File: src/rtl/alu_issue_ctrl_pkg.sv
// ---------------------------------------------------------------------------
// alu_issue_ctrl_pkg
// Shared definitions for the ALU issue/writeback controller:
//   - ALU select codes (3-bit select of the external 8-bit registered ALU)
//   - command opcode layout (bit 3 = LOAD immediate, bits 2:0 = ALU select)
//   - controller FSM state encoding
// ---------------------------------------------------------------------------
package alu_issue_ctrl_pkg;

    localparam int ALU_DATA_W = 8;
    localparam int OP_W       = 4;
    localparam int SEL_W      = 3;
    localparam int OP_LOAD    = 3;

    typedef enum logic [SEL_W-1:0] {
        SEL_ADD  = 3'd0,
        SEL_SUB  = 3'd1,
        SEL_IDEN = 3'd2,
        SEL_LS   = 3'd3,
        SEL_RS   = 3'd4,
        SEL_AND  = 3'd5,
        SEL_NOT  = 3'd6,
        SEL_OR   = 3'd7
    } alu_sel_e;

    typedef enum logic [1:0] {
        ST_IDLE  = 2'd0,
        ST_ISSUE = 2'd1,
        ST_WB    = 2'd2
    } state_e;

    function automatic logic is_load(input logic [OP_W-1:0] op);
        return op[OP_LOAD];
    endfunction

endpackage

File: src/rtl/alu_issue_ctrl_if.sv
// ---------------------------------------------------------------------------
// alu_issue_ctrl_if
// Command channel into the issue controller (valid/ready handshake).
//   cmd_valid  source -> ctrl  command present
//   cmd_ready  ctrl -> source  controller can accept
//   cmd_op     source -> ctrl  [3]=LOAD imm, [2:0]=ALU select
//   cmd_rd     source -> ctrl  destination register
//   cmd_rs1    source -> ctrl  ALU in1 source register
//   cmd_rs2    source -> ctrl  ALU in2 source register
//   cmd_imm    source -> ctrl  LOAD data
// master = command source, slave = controller.
// ---------------------------------------------------------------------------
interface alu_issue_ctrl_if #(
    parameter int AW     = 2,
    parameter int DATA_W = 8
);
    logic              cmd_valid;
    logic              cmd_ready;
    logic [3:0]        cmd_op;
    logic [AW-1:0]     cmd_rd;
    logic [AW-1:0]     cmd_rs1;
    logic [AW-1:0]     cmd_rs2;
    logic [DATA_W-1:0] cmd_imm;

    modport master (
        output cmd_valid, cmd_op, cmd_rd, cmd_rs1, cmd_rs2, cmd_imm,
        input  cmd_ready
    );

    modport slave (
        input  cmd_valid, cmd_op, cmd_rd, cmd_rs1, cmd_rs2, cmd_imm,
        output cmd_ready
    );
endinterface

File: src/rtl/alu_issue_ctrl_regfile.sv
// ---------------------------------------------------------------------------
// alu_issue_ctrl_regfile
// NUM_REGS x DATA_W register file: one synchronous write port, three
// asynchronous read ports, asynchronous active-low clear.
//   clk, rst_n          clock / async clear
//   we, waddr, wdata    write port (posedge)
//   raddr0..2/rdata0..2 combinational read ports (no write bypass)
// ---------------------------------------------------------------------------
module alu_issue_ctrl_regfile #(
    parameter int NUM_REGS = 4,
    parameter int AW       = 2,
    parameter int DATA_W   = 8
) (
    input  logic              clk,
    input  logic              rst_n,
    input  logic              we,
    input  logic [AW-1:0]     waddr,
    input  logic [DATA_W-1:0] wdata,
    input  logic [AW-1:0]     raddr0,
    input  logic [AW-1:0]     raddr1,
    input  logic [AW-1:0]     raddr2,
    output logic [DATA_W-1:0] rdata0,
    output logic [DATA_W-1:0] rdata1,
    output logic [DATA_W-1:0] rdata2
);

    logic [DATA_W-1:0] r_mem [NUM_REGS];

    always_ff @(posedge clk or negedge rst_n) begin
        if (!rst_n) begin
            for (int unsigned i = 0; i < NUM_REGS; i++) begin
                r_mem[i] <= '0;
            end
        end else if (we) begin
            r_mem[waddr] <= wdata;
        end
    end

    assign rdata0 = r_mem[raddr0];
    assign rdata1 = r_mem[raddr1];
    assign rdata2 = r_mem[raddr2];

endmodule

File: src/rtl/alu_issue_ctrl.sv
// ---------------------------------------------------------------------------
// alu_issue_ctrl
// Issue/writeback controller for an external 8-bit registered ALU.
// Accepts one command at a time, reads operands from its register file,
// drives the ALU for one cycle, and writes the ALU's registered result
// (or a LOAD immediate) back to the register file.
//   clk, rst_n     clock / async active-low reset
//   cmd            command channel (slave side)
//   alu_in1/2      ALU operands, zero outside ISSUE
//   alu_select     ALU select, zero outside ISSUE
//   alu_result     ALU registered result, sampled only in WB
//   done           one-cycle pulse after each writeback
//   wb_data        last written value (held)
//   wb_zero        wb_data == 0 (held)
//   op_count       completed commands, saturating
//   rf_raddr/rdata debug read port, no write bypass
// ---------------------------------------------------------------------------
module alu_issue_ctrl
    import alu_issue_ctrl_pkg::*;
#(
    parameter int DATA_W   = 8,
    parameter int NUM_REGS = 4,
    parameter int AW       = $clog2(NUM_REGS),
    parameter int CNT_W    = 16
) (
    input  logic                 clk,
    input  logic                 rst_n,
    alu_issue_ctrl_if.slave      cmd,
    output logic [DATA_W-1:0]    alu_in1,
    output logic [DATA_W-1:0]    alu_in2,
    output logic [SEL_W-1:0]     alu_select,
    input  logic [DATA_W-1:0]    alu_result,
    output logic                 done,
    output logic [DATA_W-1:0]    wb_data,
    output logic                 wb_zero,
    output logic [CNT_W-1:0]     op_count,
    input  logic [AW-1:0]        rf_raddr,
    output logic [DATA_W-1:0]    rf_rdata
);

    state_e            r_state;
    state_e            w_state_nxt;

    logic [OP_W-1:0]   r_op;
    logic [AW-1:0]     r_rd;
    logic [AW-1:0]     r_rs1;
    logic [AW-1:0]     r_rs2;
    logic [DATA_W-1:0] r_imm;

    logic              r_done;
    logic [DATA_W-1:0] r_wb_data;
    logic              r_wb_zero;
    logic [CNT_W-1:0]  r_op_count;

    logic              w_accept;
    logic              w_we;
    logic [DATA_W-1:0] w_wdata;
    logic [DATA_W-1:0] w_rs1_data;
    logic [DATA_W-1:0] w_rs2_data;
    alu_sel_e          w_sel;

    alu_issue_ctrl_regfile #(
        .NUM_REGS (NUM_REGS),
        .AW       (AW),
        .DATA_W   (DATA_W)
    ) u_regfile (
        .clk    (clk),
        .rst_n  (rst_n),
        .we     (w_we),
        .waddr  (r_rd),
        .wdata  (w_wdata),
        .raddr0 (r_rs1),
        .raddr1 (r_rs2),
        .raddr2 (rf_raddr),
        .rdata0 (w_rs1_data),
        .rdata1 (w_rs2_data),
        .rdata2 (rf_rdata)
    );

    assign w_accept = (r_state == ST_IDLE) && cmd.cmd_valid;
    assign w_sel    = alu_sel_e'(r_op[SEL_W-1:0]);
    // LOAD bypasses the ALU entirely; ALU ops take the result registered at the ISSUE edge.
    assign w_wdata  = is_load(r_op) ? r_imm : alu_result;

    always_ff @(posedge clk or negedge rst_n) begin
        if (!rst_n) begin
            r_state <= ST_IDLE;
        end else begin
            r_state <= w_state_nxt;
        end
    end

    always_comb begin
        w_state_nxt   = r_state;
        cmd.cmd_ready = 1'b0;
        alu_in1       = '0;
        alu_in2       = '0;
        alu_select    = '0;
        w_we          = 1'b0;
        case (r_state)
            ST_IDLE: begin
                cmd.cmd_ready = 1'b1;
                if (cmd.cmd_valid) begin
                    w_state_nxt = is_load(cmd.cmd_op) ? ST_WB : ST_ISSUE;
                end
            end
            ST_ISSUE: begin
                alu_in1     = w_rs1_data;
                alu_in2     = w_rs2_data;
                alu_select  = w_sel;
                w_state_nxt = ST_WB;
            end
            ST_WB: begin
                w_we        = 1'b1;
                w_state_nxt = ST_IDLE;
            end
            default: begin
                w_state_nxt = ST_IDLE;
            end
        endcase
    end

    always_ff @(posedge clk or negedge rst_n) begin
        if (!rst_n) begin
            r_op  <= '0;
            r_rd  <= '0;
            r_rs1 <= '0;
            r_rs2 <= '0;
            r_imm <= '0;
        end else if (w_accept) begin
            r_op  <= cmd.cmd_op;
            r_rd  <= cmd.cmd_rd;
            r_rs1 <= cmd.cmd_rs1;
            r_rs2 <= cmd.cmd_rs2;
            r_imm <= cmd.cmd_imm;
        end
    end

    always_ff @(posedge clk or negedge rst_n) begin
        if (!rst_n) begin
            r_done     <= 1'b0;
            r_wb_data  <= '0;
            r_wb_zero  <= 1'b1;
            r_op_count <= '0;
        end else begin
            r_done <= w_we;
            if (w_we) begin
                r_wb_data <= w_wdata;
                r_wb_zero <= (w_wdata == '0);
                if (r_op_count != '1) begin
                    r_op_count <= r_op_count + 1'b1;
                end
            end
        end
    end

    assign done     = r_done;
    assign wb_data  = r_wb_data;
    assign wb_zero  = r_wb_zero;
    assign op_count = r_op_count;

endmodule

File: src/flat_wrapper.sv
// flat-port wrapper written by rule: the top's interface ports become plain ports
module alu_issue_ctrl_flat import alu_issue_ctrl_pkg::*;
#(
    parameter int DATA_W   = 8,
    parameter int NUM_REGS = 4,
    parameter int AW       = $clog2(NUM_REGS),
    parameter int CNT_W    = 16
)
  (clk, rst_n, alu_in1, alu_in2, alu_select, alu_result, done, wb_data, wb_zero, op_count, rf_raddr, rf_rdata, cmd_cmd_valid, cmd_cmd_op, cmd_cmd_rd, cmd_cmd_rs1, cmd_cmd_rs2, cmd_cmd_imm, cmd_cmd_ready);
  alu_issue_ctrl_if #(.AW(AW), .DATA_W(DATA_W)) cmd_i ();
  input  logic clk;
  input  logic rst_n;
  output logic [DATA_W-1:0] alu_in1;
  output logic [DATA_W-1:0] alu_in2;
  output logic [SEL_W-1:0] alu_select;
  input  logic [DATA_W-1:0] alu_result;
  output logic done;
  output logic [DATA_W-1:0] wb_data;
  output logic wb_zero;
  output logic [CNT_W-1:0] op_count;
  input  logic [AW-1:0] rf_raddr;
  output logic [DATA_W-1:0] rf_rdata;
  input wire logic [$bits(cmd_i.cmd_valid)-1:0] cmd_cmd_valid;
  input wire logic [$bits(cmd_i.cmd_op)-1:0] cmd_cmd_op;
  input wire logic [$bits(cmd_i.cmd_rd)-1:0] cmd_cmd_rd;
  input wire logic [$bits(cmd_i.cmd_rs1)-1:0] cmd_cmd_rs1;
  input wire logic [$bits(cmd_i.cmd_rs2)-1:0] cmd_cmd_rs2;
  input wire logic [$bits(cmd_i.cmd_imm)-1:0] cmd_cmd_imm;
  output wire logic [$bits(cmd_i.cmd_ready)-1:0] cmd_cmd_ready;
  assign cmd_i.cmd_valid = cmd_cmd_valid;
  assign cmd_i.cmd_op = cmd_cmd_op;
  assign cmd_i.cmd_rd = cmd_cmd_rd;
  assign cmd_i.cmd_rs1 = cmd_cmd_rs1;
  assign cmd_i.cmd_rs2 = cmd_cmd_rs2;
  assign cmd_i.cmd_imm = cmd_cmd_imm;
  assign cmd_cmd_ready = cmd_i.cmd_ready;
  alu_issue_ctrl #(.DATA_W(DATA_W), .NUM_REGS(NUM_REGS), .AW(AW), .CNT_W(CNT_W)) u_core (.clk(clk), .rst_n(rst_n), .cmd(cmd_i), .alu_in1(alu_in1), .alu_in2(alu_in2), .alu_select(alu_select), .alu_result(alu_result), .done(done), .wb_data(wb_data), .wb_zero(wb_zero), .op_count(op_count), .rf_raddr(rf_raddr), .rf_rdata(rf_rdata));
endmodule
File: config.mk
export PLATFORM = sky130hd
export DESIGN_NAME = alu_issue_ctrl_flat
export DESIGN_NICKNAME = d
export VERILOG_FILES = /design/src/rtl/alu_issue_ctrl_pkg.sv /design/src/rtl/alu_issue_ctrl_if.sv /design/src/rtl/alu_issue_ctrl_regfile.sv /design/src/rtl/alu_issue_ctrl.sv /design/src/flat_wrapper.sv
export SDC_FILE = /design/constraint.sdc
export NUM_CORES = 1
export LEC_CHECK = 0
export ABC_CLOCK_PERIOD_IN_PS = 1950
export BUFFER_PORTS_ARGS = -buffer_cell sky130_fd_sc_hd__buf_2
export CORE_MARGIN = 3
export CORE_UTILIZATION = 45
export CTS_BUF_LIST = sky130_fd_sc_hd__clkbuf_8
export DETAILED_ROUTE_END_ITERATION = 16
export PLACE_DENSITY = 0.71
export SLEW_MARGIN = 10
export SYNTH_ARGS = -nofsm -noshare
export SYNTH_HDL_FRONTEND = slang
export SYNTH_HIERARCHICAL = 1
export SYNTH_SLANG_ARGS = --single-unit
export TNS_END_PERCENT = 5
File: constraint.sdc
create_clock -name clk -period 1.95 [get_ports clk]
set_input_delay 0 -clock clk [delete_from_list [all_inputs] [get_ports clk]]
set_output_delay 0 -clock clk [all_outputs]
set_load 0.03 [all_outputs]
==> results of run 1 <==
Yosys cell counts (5+ instances only):
cell,number,area [um2]
buf_2,5,25.02
mux4_2,24,540.5
mux2_2,50,563.0
nand2_1,13,48.80
xor2_1,5,43.79
and2_1,20,125.1
o21ai_0,8,40.04
inv_1,9,33.78
mux2i_1,8,80.08
nor2_1,7,26.28
nand4_1,5,31.28
xnor2_1,7,61.31
nand3_1,6,30.03
dfrtp_1,77,1927
critical path, stage by stage (launching register included):
cell and delay [ns]:
dfrtp_2 0.56, mux4_2 0.56, and2_1 0.15, buf_2 0.17
through the flow:
step | std cells | utilization | total power, mW | setup slack, ns | cell area [um2]
6_report | 505 | 0.5861 | 6.116 | 0.1619 | 4912
5_1_grt | 505 | 0.5861 | 6.500 | 0.05006 | 4912
4_1_cts | 505 | 0.5861 | 6.175 | 0.1257 | 4912
3_5_place_dp | 469 | 0.5404 | 5.037 | 0.2749 | 4529
3_3_place_gp | 469 | 0.5404 | 4.965 | 0.2889 | 4529
2_1_floorplan | 287 | - | 4.365 | 0.05159 | 3980
cell usage in the layout (no fill, tap or decap), drive strengths merged, types with 12 or more instances in the layout:
cell type,netlist,final
buf,9,89
dfrtp,77,77
mux2,51,51
mux4,24,24
dlygate4sd3,0,20
and2,20,20
nand2,13,13
inv,9,13
clkbuf,3,12
path summary, 6_finish.rpt:
kind / end / start
max: alu_in2[4] / u_core/r_rs2[0]$_DFFE_PN0P_
min: u_core/wb_data[0]$_DFFE_PN0P_ / alu_result[0]
max reg2reg: u_core/op_count[1]$_DFFE_PN0P_ / u_core/op_count[0]$_DFFE_PN0P_
min reg2reg: u_core/wb_zero$_DFFE_PN1P_ / u_core/wb_zero$_DFFE_PN1P_
max in group asynchronous: u_core/wb_zero$_DFFE_PN1P_ / rst_n
min in group asynchronous: u_core/op_count[10]$_DFFE_PN0P_ / rst_n
metal layers:
layer,part of all wire,global-route usage
met5,0,0
met3,0.038,0.03197
met2,0.50,0.3197
met4,0.018,0.07047
met1,0.44,0.2563
state kept, by name, indices dropped and copies added, names as in the netlist:
register	cells
u_core/r_op	4
u_core/r_rs1	2
u_core/r_imm	8
u_core/op_count	16
u_core/done	1
u_core/wb_zero	1
u_core/r_rs2	2
u_core/wb_data	8
u_core/u_regfile/r_mem	32
u_core/r_rd	2
u_core/r_state	2
power by group through the flow:
stage / registers, mW / logic (mW) / clock network, mW
3_5_place_dp: 2.77 / 2.27 / 0
6_report: 2.73 / 2.29 / 1.10
2_1_floorplan: 2.76 / 1.61 / 0
4_1_cts: 2.74 / 2.31 / 1.13
3_3_place_gp: 2.73 / 2.23 / 0
5_1_grt: 2.84 / 2.44 / 1.22
logic make-up (layout without fill, tap and decap cells):
logic type,count (synthesis),after routing,synth area share
flip-flops,78,78,0.4907
multiplexers,83,83,0.3012
AO/OA/AOI/OAI,16,16,0.02610
XOR/XNOR,12,12,0.02641
buffers and inverters,21,134,0.02232
adder cells (fa/ha/maj),1,1,0.003143
AND/OR/NAND/NOR,76,76,0.1302
timing repair:
action / in CTS / in global routing
endpoints found under the setup margin: 16 / 0
hold buffers: 20 / 0
gates resized for setup: 2 / 0
endpoints found under the hold margin: 52 / 0
final cells by class:
class / instances / area (um2)
fill: 697 / 3470
sequential: 78 / 1956
multi-input combinational: 188 / 1938
timing repair buffer: 109 / 673.1
clock buffer: 12 / 165.2
tap: 105 / 131.4
inverter: 9 / 33.78
clock inverter: 4 / 15.01
==> flow_summary_export.csv, run 1 <==
group,metric,value,unit
status,status,"finished, final reports clean",
floorplan,core,8382,um2
hold_path,holdPathStages,3,
power,seqPwrFrac,0.446,
power,leakage,2.306,nW
timing,setup_viol,0,
power,switching_share,0.3628,
logic_synthesis,netlist_area,3980,um2
logic_synthesis,ys.flop_type,"dfrtp_1",
timing,skew,0.006843,ns
logic_synthesis,synth.distinct_cells,45,
timing,min_period,1.788,ns
drt,detail_route.vias_per_cell,5.382,
power,p_comb_frac,0.374,
floorplan,ios,85,
global_routing,grt_max_degree,47,
floorplan,rows,33,
power,irDropWorstVdd,0.5634,mV
logic_synthesis,synth_seq_cells,78,
hold_path,hold_path_class,"in2reg",
drt,postRouteWirelength,8.839,mm
job,max_cap_violations,0,
clocking,cts_buffers,9,
final_layout,layout-drive-gt1-share,0.4800,
critical_path,crit_arrival,1.79,ns
logic_synthesis,synthCells,287,
power,intPower,3.897,mW
global_routing,grt_pass1_wl,15.02,mm
clocking,cts-root-buf,"clkbuf_8",
drt,drc,0,
timing,clock.fmax,0.5592,GHz
timing,fin_tns_setup,0,ns
logic_synthesis,synth-edff-count,0,
critical_path,crit_type,"reg2out",
clocking,insertion_delay,0.34,ns
floorplan,start_util,0.4748,
drt,wire_per_inst,17.50,um
global_routing,grt_antenna_before_repair,0,
floorplan,die_h,100.0,um
timing,worst_pin_slew,0.5027,ns
final_layout,nets,427,
timing,hold_slack,0.01568,ns
timing,maxSlewHeadroom,0.6649,
floorplan,die_w,100.0,um
drt,drt-initial-drc-count,72,
global_routing,track_usage,0.1926,
logic_synthesis,ys_seq_area_frac,0.4907,
critical_path,critPathLaunchType,"register",
critical_path,r2r_setup_slack,0.26,ns
logic_synthesis,avgSynthCellArea,13.87,um2
placement,gp_congestion,0.8734,
final_layout,diodes,0,
clocking,post-cts-setup-buffers,0,
timing,rsz0062_at_grt,"false",
timing,finalMaxSlewViolations,0,
critical_path,endpoint_kind,"primary output",
drt,postRouteAntennaNets,0,
power,switchingPower,2.219,mW
global_routing,gr-total-overflow,0,
critical_path,cp_max_fo,9,
power,p_clk_frac,0.180,
logic_synthesis,syn_nets,319,
clocking,clock_sinks,78,
timing,hold_viol,0,
floorplan,die-area,10010,um2
power,powerDensity,1245,nW/um2
clocking,clockBufferDepth,2,
placement,dp_hpwl,6.470,mm
final_layout,synthToLayoutAreaGrowth,23.42,%
clocking,htree_levels,3,
global_routing,grt_pass1_vias,2887,
timing,fin_crit_sh,0.9170,
drt,num_vias,2718,
placement,numPortBuffers,84,
critical_path,required,1.95,ns
drt,dr.pass1.iters,4,
critical_path,rr_worst_depth,5,
clocking,clkTransAtPathRegs,0.08,ns
clocking,cts_tree,"done",
logic_synthesis,async_flop_share,1.000,
logic_synthesis,yosysWarningCount,6,
Power figures use the tool's default switching activity.
==> inputs of run 2 (changes only) <==
--- a/config.mk
+++ b/config.mk
@@ -11,6 +11,8 @@
 export CORE_UTILIZATION = 45
 export CTS_BUF_LIST = sky130_fd_sc_hd__clkbuf_8
 export DETAILED_ROUTE_END_ITERATION = 16
+export GPL_ROUTABILITY_DRIVEN = 0
+export HOLD_SLACK_MARGIN = 0.12
 export PLACE_DENSITY = 0.71
 export SLEW_MARGIN = 10
 export SYNTH_ARGS = -nofsm -noshare
==> run 2 against run 1 <==
Register-to-register slack about the same. Setup slack is essentially flat. Via count up 1.7%. Maximum frequency about the same. Final cell count rose by 1.6%. Sequential share of layout area is 0.64 points lower. Clock power hardly changed. Sequential cell count is the same. Critical path type unchanged. Largest cell class unchanged. Highest routed layer unchanged.
==> flow_summary_export.csv, run 2 (synthesis results as in run 1) <==
group,metric,value,unit
status,status,"finished, final reports clean",
timing,rsz0062_at_grt,"false",
final_layout,layout_common_cells,"buf_2, dfrtp_1, mux2_2",
final_layout,layout-drive-gt1-share,0.4706,
timing,finalMaxSlewViolations,0,
clocking,clock_sinks,78,
critical_path,slowest_delay,0.56,ns
clocking,insertion_delay,0.34,ns
clocking,htree_levels,3,
job,max_cap_violations,0,
power,leakage,2.340,nW
final_layout,final_cells,513,
placement,place_inst,469,
power,powerDensity,1229,nW/um2
clocking,cts_buffers,9,
timing,min_period,1.788,ns
clocking,cts_tree,"done",
timing,fin_crit_sh,0.9169,
power,irDropWorstVdd,0.4687,mV
floorplan,ios,85,
drt,num_vias,2764,
final_layout,largest_reg_flops,32,
timing,clock.fmax,0.5593,GHz
critical_path,path_cells,"mux4_2 > and2_1 > buf_2",
floorplan,start_util,0.4748,
floorplan,die-area,10010,um2
timing,worst_pin_slew,0.4965,ns
global_routing,grt_pass1_vias,3001,
drt,wire_per_inst,17.63,um
global_routing,gr-total-overflow,0,
final_layout,diodes,0,
timing,skew,0.01056,ns
critical_path,crit_slowest_cell,"dfrtp_2",
timing,hold_viol,0,
critical_path,critPathLaunchType,"register",
drt,detail_route.vias_per_cell,5.388,
floorplan,rows,33,
floorplan,core,8382,um2
critical_path,endpoint_kind,"primary output",
global_routing,track_usage,0.1975,
drt,postRouteWirelength,9.042,mm
timing,maxSlewHeadroom,0.6690,
clocking,post-cts-setup-buffers,0,
clocking,clockBufferDepth,2,
global_routing,grt_antenna_before_repair,0,
final_layout,final_common_cell,"buf_2",
drt,postRouteAntennaNets,0,
timing,fin_tns_setup,0,ns
placement,dp_hpwl,6.470,mm
clocking,cts-root-buf,"clkbuf_8",
timing,setup_viol,0,
critical_path,crit_type,"reg2out",
critical_path,crit_arrival,1.79,ns
final_layout,top_register,"u_core/u_regfile/r_mem",
critical_path,cp_max_fo,9,
global_routing,grt_pass1_wl,15.40,mm
floorplan,die_h,100.0,um
drt,dr.pass1.iters,4,
clocking,clkTransAtPathRegs,0.08,ns
floorplan,die_w,100.0,um
critical_path,required,1.95,ns
placement,numPortBuffers,84,
hold_path,hold_path_class,"in2async",
timing,hold_slack,0.1676,ns
power,total_power,6.136,mW
final_layout,nets,435,
final_layout,synthToLayoutAreaGrowth,25.43,%
global_routing,grt_max_degree,47,
drt,drc,0,
drt,drt-initial-drc-count,68,
run 2: metrics by stage:
step | utilization | setup WS [ns] | instance area (um2)
after global placement | 0.5404 | 0.2889 | 4529
after global routing | 0.5956 | 0.05006 | 4992
after detailed placement | 0.5404 | 0.2749 | 4529
after CTS | 0.5956 | 0.1257 | 4992
after floorplan | - | 0.05159 | 3980
final | 0.5956 | 0.1620 | 4992
run 2: final cells by class:
class                           count  area, um2
Clock buffer                       12      165.2
Clock inverter                      4      15.01
Fill cell                         688       3390
Inverter                            9      33.78
Multi-Input combinational cell    188       1938
Sequential cell                    78       1956
Tap cell                          105      131.4
Timing Repair Buffer              117      753.2
run 2: routing by layer:
layer  GRT usage  wire length, um  vias up  part of all wire
met5           0                0        -                 0
met4     0.07668              182        0             0.020
met3     0.03197              328       14             0.036
met2      0.3315             4568       66              0.51
met1      0.2582             3962     1386              0.44
li1            -                -     1298                 -
run 2: critical path, delay by kind of cell (launching register included):
kind	cells	cell delay, ns
buf+inv	1	0.17
flops	1	0.56
mux	1	0.56
simple gates	1	0.15
run 2: final timing paths:
| path | cells after the start | slack, ns | endpoint | from |
|---|---|---|---|---|
| worst max register to register | 5 | 0.25 | u_core/op_count[1]$_DFFE_PN0P_ | u_core/op_count[0]$_DFFE_PN0P_ |
| min in group clk | 3 | 0.41 | u_core/r_state[0]$_DFFE_PN0P_ | cmd_cmd_op[3] |
| worst max-delay path | 3 | 0.16 | alu_in2[4] | u_core/r_rs2[0]$_DFFE_PN0P_ |
| worst min register to register | 2 | 0.47 | u_core/wb_zero$_DFFE_PN1P_ | u_core/wb_zero$_DFFE_PN1P_ |
| worst min-delay path | 2 | 0.17 | u_core/op_count[10]$_DFFE_PN0P_ | rst_n |
| max in group asynchronous | 3 | 1.14 | u_core/wb_zero$_DFFE_PN1P_ | rst_n |
run 2: power by group:
part / leakage [nW] / total (mW) / internal [mW] / switching, mW
logic: 1.28 / 2.30 / 1.20 / 1.10
registers: 0.948 / 2.73 / 2.15 / 0.576
clock network: 0.108 / 1.10 / 0.550 / 0.554
total: 2.34 / 6.14 / 3.91 / 2.23
run 2: what timing repair did:
action | in CTS | in global routing
endpoints found under the setup margin | 16 | 0
hold endpoints to repair | 106 | 0
hold buffers | 28 | 0
gates resized for setup | 2 | 0
